[src/rtl/jk_input_controller.sv]
`timescale 1ns/1ps
// Synchronizes and debounces three push-buttons and turns each accepted press into a
// single-cycle J/K command for a downstream JK flip-flop.
module jk_input_controller #(
    parameter int unsigned DEBOUNCE_CYCLES = 16
) (
    input  logic       clk,
    input  logic       reset,
    input  logic       btn_set,
    input  logic       btn_clr,
    input  logic       btn_tgl,
    output logic       J,
    output logic       K,
    output logic       cmd_valid,
    output logic       busy,
    output logic [7:0] cmd_count
);

    localparam logic [1:0] StIdle    = 2'd0;
    localparam logic [1:0] StIssue   = 2'd1;
    localparam logic [1:0] StWaitRel = 2'd2;

    localparam logic [7:0] DebLast = 8'(DEBOUNCE_CYCLES - 1);

    localparam int unsigned BtnSet = 0;
    localparam int unsigned BtnClr = 1;
    localparam int unsigned BtnTgl = 2;

    logic [2:0]      btn_raw;
    logic [2:0]      sync1_q, sync2_q;
    logic [2:0][7:0] cnt_q, cnt_d;
    logic [2:0]      deb_q, deb_d;
    logic [2:0]      deb_prev_q;
    logic [2:0]      press;

    logic [1:0] state_q, state_d;
    logic       j_q, j_d;
    logic       k_q, k_d;
    logic       valid_q, valid_d;
    logic       busy_q, busy_d;
    logic [7:0] count_q, count_d;

    assign btn_raw = {btn_tgl, btn_clr, btn_set};

    // Debounce: the level only moves after DEBOUNCE_CYCLES consecutive mismatching cycles.
    always_comb begin
        cnt_d = cnt_q;
        deb_d = deb_q;
        for (int i = 0; i < 3; i++) begin
            if (sync2_q[i] == deb_q[i]) begin
                cnt_d[i] = 8'd0;
            end else if (cnt_q[i] == DebLast) begin
                deb_d[i] = sync2_q[i];
                cnt_d[i] = 8'd0;
            end else begin
                cnt_d[i] = cnt_q[i] + 8'd1;
            end
        end
    end

    assign press = deb_q & ~deb_prev_q;

    always_comb begin
        state_d = state_q;
        j_d     = 1'b0;
        k_d     = 1'b0;
        valid_d = 1'b0;
        busy_d  = busy_q;
        count_d = count_q;
        case (state_q)
            StIdle: begin
                if (|press) begin
                    state_d = StIssue;
                    // Toggle, or set and clear together, both collapse to J=K=1.
                    j_d     = press[BtnTgl] | press[BtnSet];
                    k_d     = press[BtnTgl] | press[BtnClr];
                    valid_d = 1'b1;
                    busy_d  = 1'b1;
                    count_d = count_q + 8'd1;
                end
            end
            StIssue: begin
                state_d = StWaitRel;
                busy_d  = 1'b1;
            end
            StWaitRel: begin
                if (deb_q == 3'b000) begin
                    state_d = StIdle;
                    busy_d  = 1'b0;
                end
            end
            default: begin
                state_d = StIdle;
                busy_d  = 1'b0;
            end
        endcase
    end

    always_ff @(posedge clk or negedge reset) begin
        if (!reset) begin
            sync1_q    <= 3'b000;
            sync2_q    <= 3'b000;
            cnt_q      <= '0;
            deb_q      <= 3'b000;
            deb_prev_q <= 3'b000;
            state_q    <= StIdle;
            j_q        <= 1'b0;
            k_q        <= 1'b0;
            valid_q    <= 1'b0;
            busy_q     <= 1'b0;
            count_q    <= 8'd0;
        end else begin
            sync1_q    <= btn_raw;
            sync2_q    <= sync1_q;
            cnt_q      <= cnt_d;
            deb_q      <= deb_d;
            deb_prev_q <= deb_q;
            state_q    <= state_d;
            j_q        <= j_d;
            k_q        <= k_d;
            valid_q    <= valid_d;
            busy_q     <= busy_d;
            count_q    <= count_d;
        end
    end

    assign J         = j_q;
    assign K         = k_q;
    assign cmd_valid = valid_q;
    assign busy      = busy_q;
    assign cmd_count = count_q;

endmodule

[config.mk]
export PLATFORM = sky130hd
export DESIGN_NAME = jk_input_controller
export DESIGN_NICKNAME = d
export VERILOG_FILES = /design/src/rtl/jk_input_controller.sv
export SDC_FILE = /design/constraint.sdc
export NUM_CORES = 1
export LEC_CHECK = 0
export CAP_MARGIN = 0
export CORE_ASPECT_RATIO = 1.2
export CORE_MARGIN = 2
export CORE_UTILIZATION = 39
export DETAILED_ROUTE_END_ITERATION = 6
export PLACE_DENSITY = 0.66
export SYNTH_ARGS = -nofsm -noshare
export SYNTH_HDL_FRONTEND = slang
export SYNTH_SLANG_ARGS = --single-unit
[constraint.sdc]
create_clock -name clk -period 2.9 [get_ports clk]
set_clock_uncertainty 0.1 [all_clocks]
set_input_delay 0.58 -clock clk [delete_from_list [all_inputs] [get_ports clk]]
set_output_delay 0.58 -clock clk [all_outputs]
set_load 0.02 [all_outputs]
==> run metrics, run 1 <==
status=finished clean; worst-margin pin slew=559 ps; synthesized flop and latch total=50; gr ovfl total=0; combinational power share=5.3%; Reg2Reg Launch Point=deb_q[0]$_DFFE_PN0P_; vias in the first global route=1246; cts hold-fix bufs=0; Antenna diodes=0; layout cells sized above 1=8.87%; Rel. slew slack=62.4%; Synth warnings=0; clock latency on the worst-skew pair=290 ps; Seq/Total Area, Yosys=60.5%; DRC violations left=0; area growth from synthesis to layout=16.2%; vias=1331; grt peak-use layer=met2; CTS tree=done; M3 GR Usage=3.02%; Crit. End Element=output port; Req. time, crit path=2220 ps; CP Data Arrival Time=1350 ps; share of the synthesized area in the top cell type=60.5%; Post-Synthesis Cells=178; WL/cell=11.6 um; largest cells by area after synthesis=dfrtp_1, xnor2_1, nor2_1, a21oi_1, mux2_2; chip width=70.5 um; max-cap viol count=0; post-route ant nets=0; Hold Crit Class=in2async; WP buf/inv=1; clock root cell=clkbuf_8; Final HPWL DP=2.20 mm; syn avg cell area=11.6 sq um; die area=0.00590 sq mm; Max Fanout on Critical Path=5; RSZ-0062 raised after global routing=false; VDD IR max=326 uV; Post-Synth XOR/XNOR Area=8.05%; global-route met1 utilization=14.9%; CTS buffer count=5; clk buf depth=2; largest delay contributor family on the critical path=buffers and inverters; flop-to-flop setup slack=1200 ps; worst-case reg-to-reg path depth=3; synthesized area=0.00207 sq mm; Clk pwr share=33.8%; PwrDens=498 mW/mm^2; Core ar.=0.00519 sq mm; post-CTS setup buffers=0; Worst setup SP type=register; min Tclk post-route=2030 ps; largest family of logic cells by synthesized area=simple AND/OR/NAND/NOR gates; CP max-delay cell=clkdlybuf4s50_1; cell count along the critical path=1; # resized after CTS=0; Starting Density=39.8%; max-slew violation count=0; max incr delay on CP=630 ps; RePlAce Congestion=0.708; largest net degree at the start of global routing=23; post-synthesis simple-gate area fraction=18.5%; Initial DRT Pass Iterations=4; CP endpoint=cmd_count[0]; Vias per Instance=5.02; Syn Nets=187; Total Wirelength=3.08 mm; Sequential Power Share=60.8%; first-pass GRT wire length=5.52 mm; Sum Neg Setup Slack=0 ps; Clk pin slew, worst setup/hold paths=90 ps; minimum hold slack=87.3 ps; Crit Path Class=reg2out; # port buffers=16; Max Freq=493 MHz; net switching power=0.261 mW; share of synthesized cell area in full adder, half adder and majority cells=2.42%; crit path launch=cmd_count[0]$_DFFE_PN0P_; filler instances=486; Total GRT Usage=11.7%; Core Util, Final=46.3%; initial antenna violation count=0; worst-path cell chain=clkdlybuf4s50_1; I/O pin count=17; htree depth=2; mux cell area share after synthesis=2.72%; LEAKAGE=1.05 nW; switching share of power=21.9%; Setup Viol. Count Final=0; crit share post-route=69.9%; top cell type by total area after synthesis=dfrtp_1; Final #Nets=211; Num Clock Sinks=50; met2 GRT Util=18.6%; complex-gate fraction of the synthesized area=7.02%; Hold Fails Final Rpt=0; Die Height=83.8 um; Pint=0.934 mW; First DRT Iteration DRCs=76; r2r endpoint=cmd_count[1]$_DFFE_PN0P_; Cell variety after synth=25; row cnt=29
[final cells by class]
type | count | area, sq um | share of cell area (%)
clock buffer | 7 | 86.3 | 3.60
clock inverter | 1 | 5.00 | 0.208
inverter | 3 | 11.3 | 0.469
multi-input combinational | 124 | 800 | 33.3
sequential | 50 | 1250 | 52.1
tap | 62 | 77.6 | 3.23
timing repair buffer | 18 | 170 | 7.09
[cells in the mapped netlist]
cell      number
nand2_1       10
nor2b_1        3
xnor2_1       13
or3_1          3
inv_1          3
o21ai_0        6
nand3b_1       3
mux2_2         5
a311oi_4       1
a211oi_1       2
ha_1           4
clkbuf_2       1
xor2_1         6
a311oi_1       1
nand4_1        7
nand2b_1       7
nor4_1         3
and2_1         3
nand3_1        6
nor2_1        18
nand2b_2       2
a21oi_1       13
and3_1         3
nor3_1         5
dfrtp_1       50
[how the worst min path moves through the flow]
stage,startpoint,end,slack (ps),depth (start not counted)
2_1_floorplan,reset,J$_DFF_PN0_,180,0
3_3_place_gp,sync1_q[2]$_DFF_PN0_,sync2_q[2]$_DFF_PN0_,230,0
3_5_place_dp,sync1_q[2]$_DFF_PN0_,sync2_q[2]$_DFF_PN0_,230,0
4_1_cts,reset,cnt_q[11]$_DFF_PN0_,90,1
5_1_grt,reset,cnt_q[11]$_DFF_PN0_,110,1
6_report,reset,cnt_q[11]$_DFF_PN0_,90,1
[power by group through the flow]
stage                     clock network, mW  logic (mW)  registers, mW
final                                 0.404      0.0637          0.727
after global routing                  0.454      0.0732          0.730
after CTS                             0.430      0.0664          0.728
after detailed placement                  0      0.0656          0.742
after global placement                    0      0.0648          0.741
after floorplan                           0      0.0285          0.743
[cells in the final DEF (no fill, tap or decap), types with 4 or more instances in the layout]
cell type	n
o21ai_0	6
dfrtp_1	50
nand2b_1	7
ha_1	4
mux2_2	5
nand3_1	6
clkbuf_8	6
nand2_1	10
xnor2_1	13
clkdlybuf4s50_1	15
xor2_1	6
nor3_1	5
a21oi_1	13
nand4_1	7
nor2_1	18
[metrics by stage]
stage               cell area, sq um  std cells  power, mW  setup slack, ps
finish                          2400        265       1.20              873
global route                    2400        265       1.26              816
CTS                             2400        265       1.22              860
detailed placement              2310        257      0.807             1190
global placement                2310        257      0.806             1200
floorplan                       2070        178      0.772             1330
[logic make-up (layout without fill, tap and decap cells)]
logic type / after synthesis / in the layout
AND/OR/NAND/NOR: 73 / 73
AO/OA/AOI/OAI: 23 / 23
multiplexers: 5 / 5
adder cells (fa/ha/maj): 4 / 4
XOR/XNOR: 19 / 19
flip-flops: 50 / 50
buffers and inverters: 4 / 29
[sequential cells by signal (all words and copies together), names as in the netlist]
name,cells
cnt_q,24
cmd_count,8
deb_prev_q,3
deb_q,3
sync1_q,3
sync2_q,3
state_q,2
J,1
K,1
busy,1
cmd_valid,1
[layer usage]
metal | vias to the layer above | part of all wire, %
met5 | - | 0
met4 | 0 | 2.0
met3 | 7 | 3.0
met2 | 16 | 48
met1 | 642 | 47
li1 | 666 | -
Power figures use the tool's default switching activity.
==> inputs of run 2 (changes only) <==
Settings changed: PLACE_DENSITY 0.66 to 0.68.
Clock period 2.9 ns to 1.8 ns, I/O delays scaled along.
==> run 2 against run 1 <==
- setup slack worse by 800 ps
- count of clock-buffer cells in the layout shrank 1
- utilization rose by 1.5 points
- cell count is 1.9% higher
- wire length down 1.9%
- first-iteration DRC count rose by 7.9%
- global-route usage hardly changed
- combinational power grew 70%
- register-to-register slack lost 970 ps
- final area grew 3.3%
- largest cell class unchanged
==> run metrics, run 2 (same netlist as run 1, synthesis figures left out) <==
WL/cell=11.2 um; CTS tree=done; Layout Cells excl Fill=270; post-CTS setup buffers=0; Rel. slew slack=69.1%; # port buffers=16; Largest register FFs=24; worst-margin pin slew=459 ps; Clk pwr share=38.9%; Core ar.=0.00519 sq mm; CP Data Arrival Time=1270 ps; initial antenna violation count=0; minimum hold slack=254 ps; clock root cell=clkbuf_8; Final #Nets=216; RSZ-0062 raised after global routing=false; switching share of power=21.0%; Total GRT Usage=11.7%; Clk pin slew, worst setup/hold paths=90 ps; I/O pin count=17; Hold Crit Class=reg2reg; Num Clock Sinks=50; Sequential Power Share=55.9%; Initial DRT Pass Iterations=4; CP max-delay cell=clkdlybuf4s50_1; status=finished clean; First DRT Iteration DRCs=82; Core Util, Final=47.8%; Reg2Reg Launch Point=deb_prev_q[0]$_DFF_PN0_; worst-path cell chain=clkdlybuf4s50_1; clk buf depth=2; most common cell after layout, fill and taps aside=dfrtp_1; vias=1355; Most flops, register=cnt_q; Req. time, crit path=1340 ps; Sum Neg Setup Slack=0 ps; net switching power=0.440 mW; Pint=1.66 mW; first-pass GRT wire length=5.58 mm; max-cap viol count=0; crit share post-route=96.1%; vias in the first global route=1293; layout cells sized above 1=11.1%; Setup Viol. Count Final=0; WP buf/inv=1; Die Height=83.8 um; chip width=70.5 um; DRC violations left=0; Placed Cells=261; min Tclk post-route=1730 ps; LEAKAGE=1.16 nW; Max Fanout on Critical Path=2; Worst setup SP type=register; area growth from synthesis to layout=20.0%; combinational power share=5.1%; Max Freq=578 MHz; Starting Density=39.8%; max incr delay on CP=600 ps; Vias per Instance=5.02; Total Wirelength=3.03 mm; largest net degree at the start of global routing=51; HP Start=sync1_q[1]$_DFF_PN0_; die area=0.00590 sq mm; crit path launch=cmd_count[7]$_DFFE_PN0P_; Power Total=2.10 mW; Final HPWL DP=2.17 mm; gr ovfl total=0; VDD IR max=477 uV; max-slew violation count=0; row cnt=29; Antenna diodes=0; post-route ant nets=0; largest delay contributor family on the critical path=buffers and inverters; htree depth=2; PwrDens=845 mW/mm^2; commonest cells after routing, fill and taps aside=dfrtp_1, nor2_1, xnor2_1, a21oi_1, nand2_1; Crit. End Element=output port; CTS buffer count=5; clock latency on the worst-skew pair=290 ps; Crit Path Class=reg2out; Hold Fails Final Rpt=0; RePlAce Congestion=0.722
==> run 2: area by class of cell <==
type,count,area [sq um]
clock buffers,6,82.6
inverters,3,11.3
fillers,494,2710
well taps,62,77.6
clock inverters,2,38.8
flip-flops and latches,50,1250
repair buffers,23,220
multi-input cells,124,800
==> run 2: through the flow <==
stage | worst slack [ps] | instance area [sq um]
3_5_place_dp | 216 | 2350
2_1_floorplan | 227 | 2070
3_3_place_gp | 249 | 2350
6_report | 70.1 | 2480
4_1_cts | 15.1 | 2480
5_1_grt | 20.0 | 2480
==> run 2: power groups by stage <==
stage	registers [mW]	logic (mW)	clock network, mW
floorplan	1.20	0.0459	0
global placement	1.19	0.111	0
detailed placement	1.20	0.112	0
CTS	1.17	0.113	0.847
global route	1.18	0.126	0.891
finish	1.17	0.108	0.817
==> run 2: worst paths after layout <==
path                                            end  slack [ps]  cells after the start
min in group asynchronous  cmd_count[3]$_DFFE_PN0P_         460                      3
max in group asynchronous      sync2_q[1]$_DFF_PN0_         900                      3
min reg2reg                    sync2_q[1]$_DFF_PN0_         250                      0
max                                    cmd_count[7]          70                      1
max reg2reg                cmd_count[3]$_DFFE_PN0P_         230                      5
min                            sync2_q[1]$_DFF_PN0_         250                      0
==> run 2: layer usage <==
layer / vias up / wire (um) / global-route usage [%] / share of wire [%]
li1: 674 / - / - / -
met1: 660 / 1440 / 14.9 / 48
met2: 16 / 1440 / 18.9 / 48
met3: 5 / 83 / 2.90 / 2.7
met4: 0 / 60 / 5.24 / 2.0
met5: - / 0 / 0 / 0
==> run 2: repair_timing <==
| action | 4_1_cts | 5_1_grt |
|---|---|---|
| pin swaps | 0 | 0 |
| endpoints found under the setup margin | 6 | 2 |
| hold endpoints to repair | 50 | 0 |
| gates resized for setup | 6 | 2 |
| cloned | 0 | 0 |
| hold buffers | 1 | 0 |
==> inputs of run 3 (changes only) <==
Settings changed: PLACE_DENSITY 0.68 to 0.66.
Clock period 1.8 ns to 2.1 ns, I/O delays scaled along.
==> run 3 against run 2 <==
- worst hold slack got worse by 0.56 ps
- critical path depth is the same
- final area is 1.3% lower
- first-iteration DRC count shrank 28%
- total power decreased by 16%
- sequential power down 15%
- cell count decreased by 1.1%
- combinational power down 14%
- highest routed layer unchanged
- clock power shrank 19%
- count of clock-buffer cells in the layout is the same
==> run metrics, run 3 (same netlist as run 1, synthesis figures left out) <==
status=finished clean; Core ar.=0.00519 sq mm; row cnt=29; initial antenna violation count=0; Power Total=1.76 mW; Total GRT Usage=12.1%; CTS tree=done; Vias per Instance=4.94; Num Clock Sinks=50; VDD IR max=623 uV; Rel. slew slack=66.0%; Largest register FFs=24; Post-DP Area=0.00233 sq mm; vias in the first global route=1304; htree depth=2; worst-path cell chain=clkdlybuf4s50_1; max incr delay on CP=640 ps; Hold Crit Class=reg2reg; max-cap viol count=0; # resized after CTS=0; largest delay contributor family on the critical path=buffers and inverters; clock latency on the worst-skew pair=300 ps; most common cell after layout, fill and taps aside=dfrtp_1; CTS buffer count=5; Antenna diodes=0; Most flops, register=cnt_q; LEAKAGE=1.06 nW; WP buf/inv=1; Req. time, crit path=1580 ps; clk buf depth=2; max-slew violation count=0; largest net degree at the start of global routing=30; final instance area=0.00245 sq mm; PwrDens=718 mW/mm^2; Max Fanout on Critical Path=5; chip width=70.5 um; RSZ-0062 raised after global routing=false; crit share post-route=90.2%; clock root cell=clkbuf_8; gr ovfl total=0; Final HPWL DP=2.19 mm; WL/cell=11.6 um; Clk pin slew, worst setup/hold paths=90 ps; First DRT Iteration DRCs=59; vias=1318; DRC violations left=0; Initial DRT Pass Iterations=4; min Tclk post-route=1890 ps; RePlAce Congestion=0.694; first-pass GRT wire length=5.73 mm; layout cells sized above 1=9.27%; Starting Density=39.8%; Die Height=83.8 um; Crit. End Element=output port; area growth from synthesis to layout=18.5%; Setup Viol. Count Final=0; post-route ant nets=0; die area=0.00590 sq mm; Final #Nets=213; CP max-delay cell=clkdlybuf4s50_1; # port buffers=16; Total Wirelength=3.10 mm; Sum Neg Setup Slack=0 ps; worst-margin pin slew=510 ps; Hold Fails Final Rpt=0; I/O pin count=17; Crit Path Class=reg2out; Worst setup SP type=register; Max Freq=528 MHz; commonest cells after routing, fill and taps aside=dfrtp_1, nor2_1, clkdlybuf4s50_1; CP Data Arrival Time=1370 ps
## run 3: changes by cell type in the layout (fill, tap and decap cells not counted)
cell,change
buf_4,-3
dlymetal6s2s_1,-2
inv_6,-1
clkinvlp_4,+1
clkdlybuf4s50_1,+8
dlygate4sd2_1,-6
clkbuf_1,+1
clkbuf_8,-1
## run 3: worst paths after layout
kind	from	end	slack [ps]	depth (start not counted)
max	cmd_count[0]$_DFFE_PN0P_	cmd_count[0]	210	1
min	sync1_q[0]$_DFF_PN0_	sync2_q[0]$_DFF_PN0_	250	0
max reg2reg	deb_prev_q[0]$_DFF_PN0_	cmd_count[1]$_DFFE_PN0P_	440	3
min reg2reg	sync1_q[0]$_DFF_PN0_	sync2_q[0]$_DFF_PN0_	250	0
max in group asynchronous	reset	cnt_q[2]$_DFF_PN0_	860	3
min in group asynchronous	reset	K$_DFF_PN0_	520	2
## run 3: layout make-up
type / instances / area (sq um)
tap: 62 / 77.6
clock inverter: 2 / 37.5
multi-input combinational: 124 / 800
fill: 481 / 2740
timing repair buffer: 20 / 200
sequential: 50 / 1250
inverter: 3 / 11.3
clock buffer: 6 / 72.6
## run 3: timing repair
action / 4_1_cts / 5_1_grt
buffers inserted: 0 / 0
hold buffers: 1 / 0
hold endpoints to repair: 21 / 0
endpoints found under the setup margin: 0 / 0
## run 3: report_power, final
part	internal (mW)	switching, mW	total, mW
clock network	0.355	0.305	0.660
logic	0.0426	0.0506	0.0931
registers	0.986	0.0189	1.00
## run 3: routing by layer
layer,vias to the layer above,wire length [um],track usage [%]
met2,16,1420,18.4
met1,623,1530,16.7
li1,674,-,-
met4,0,39,3.67
met5,-,0,0
met3,5,101,3.99
## run 3: metrics by stage
stage	utilization, %	std cells	setup WS, ps	hold slack (ps)
after floorplan	-	178	527	24.4
after global placement	44.9	258	458	233
after detailed placement	44.9	258	425	235
after CTS	47.2	267	184	256
after global routing	47.2	267	130	254
final	47.2	267	206	253
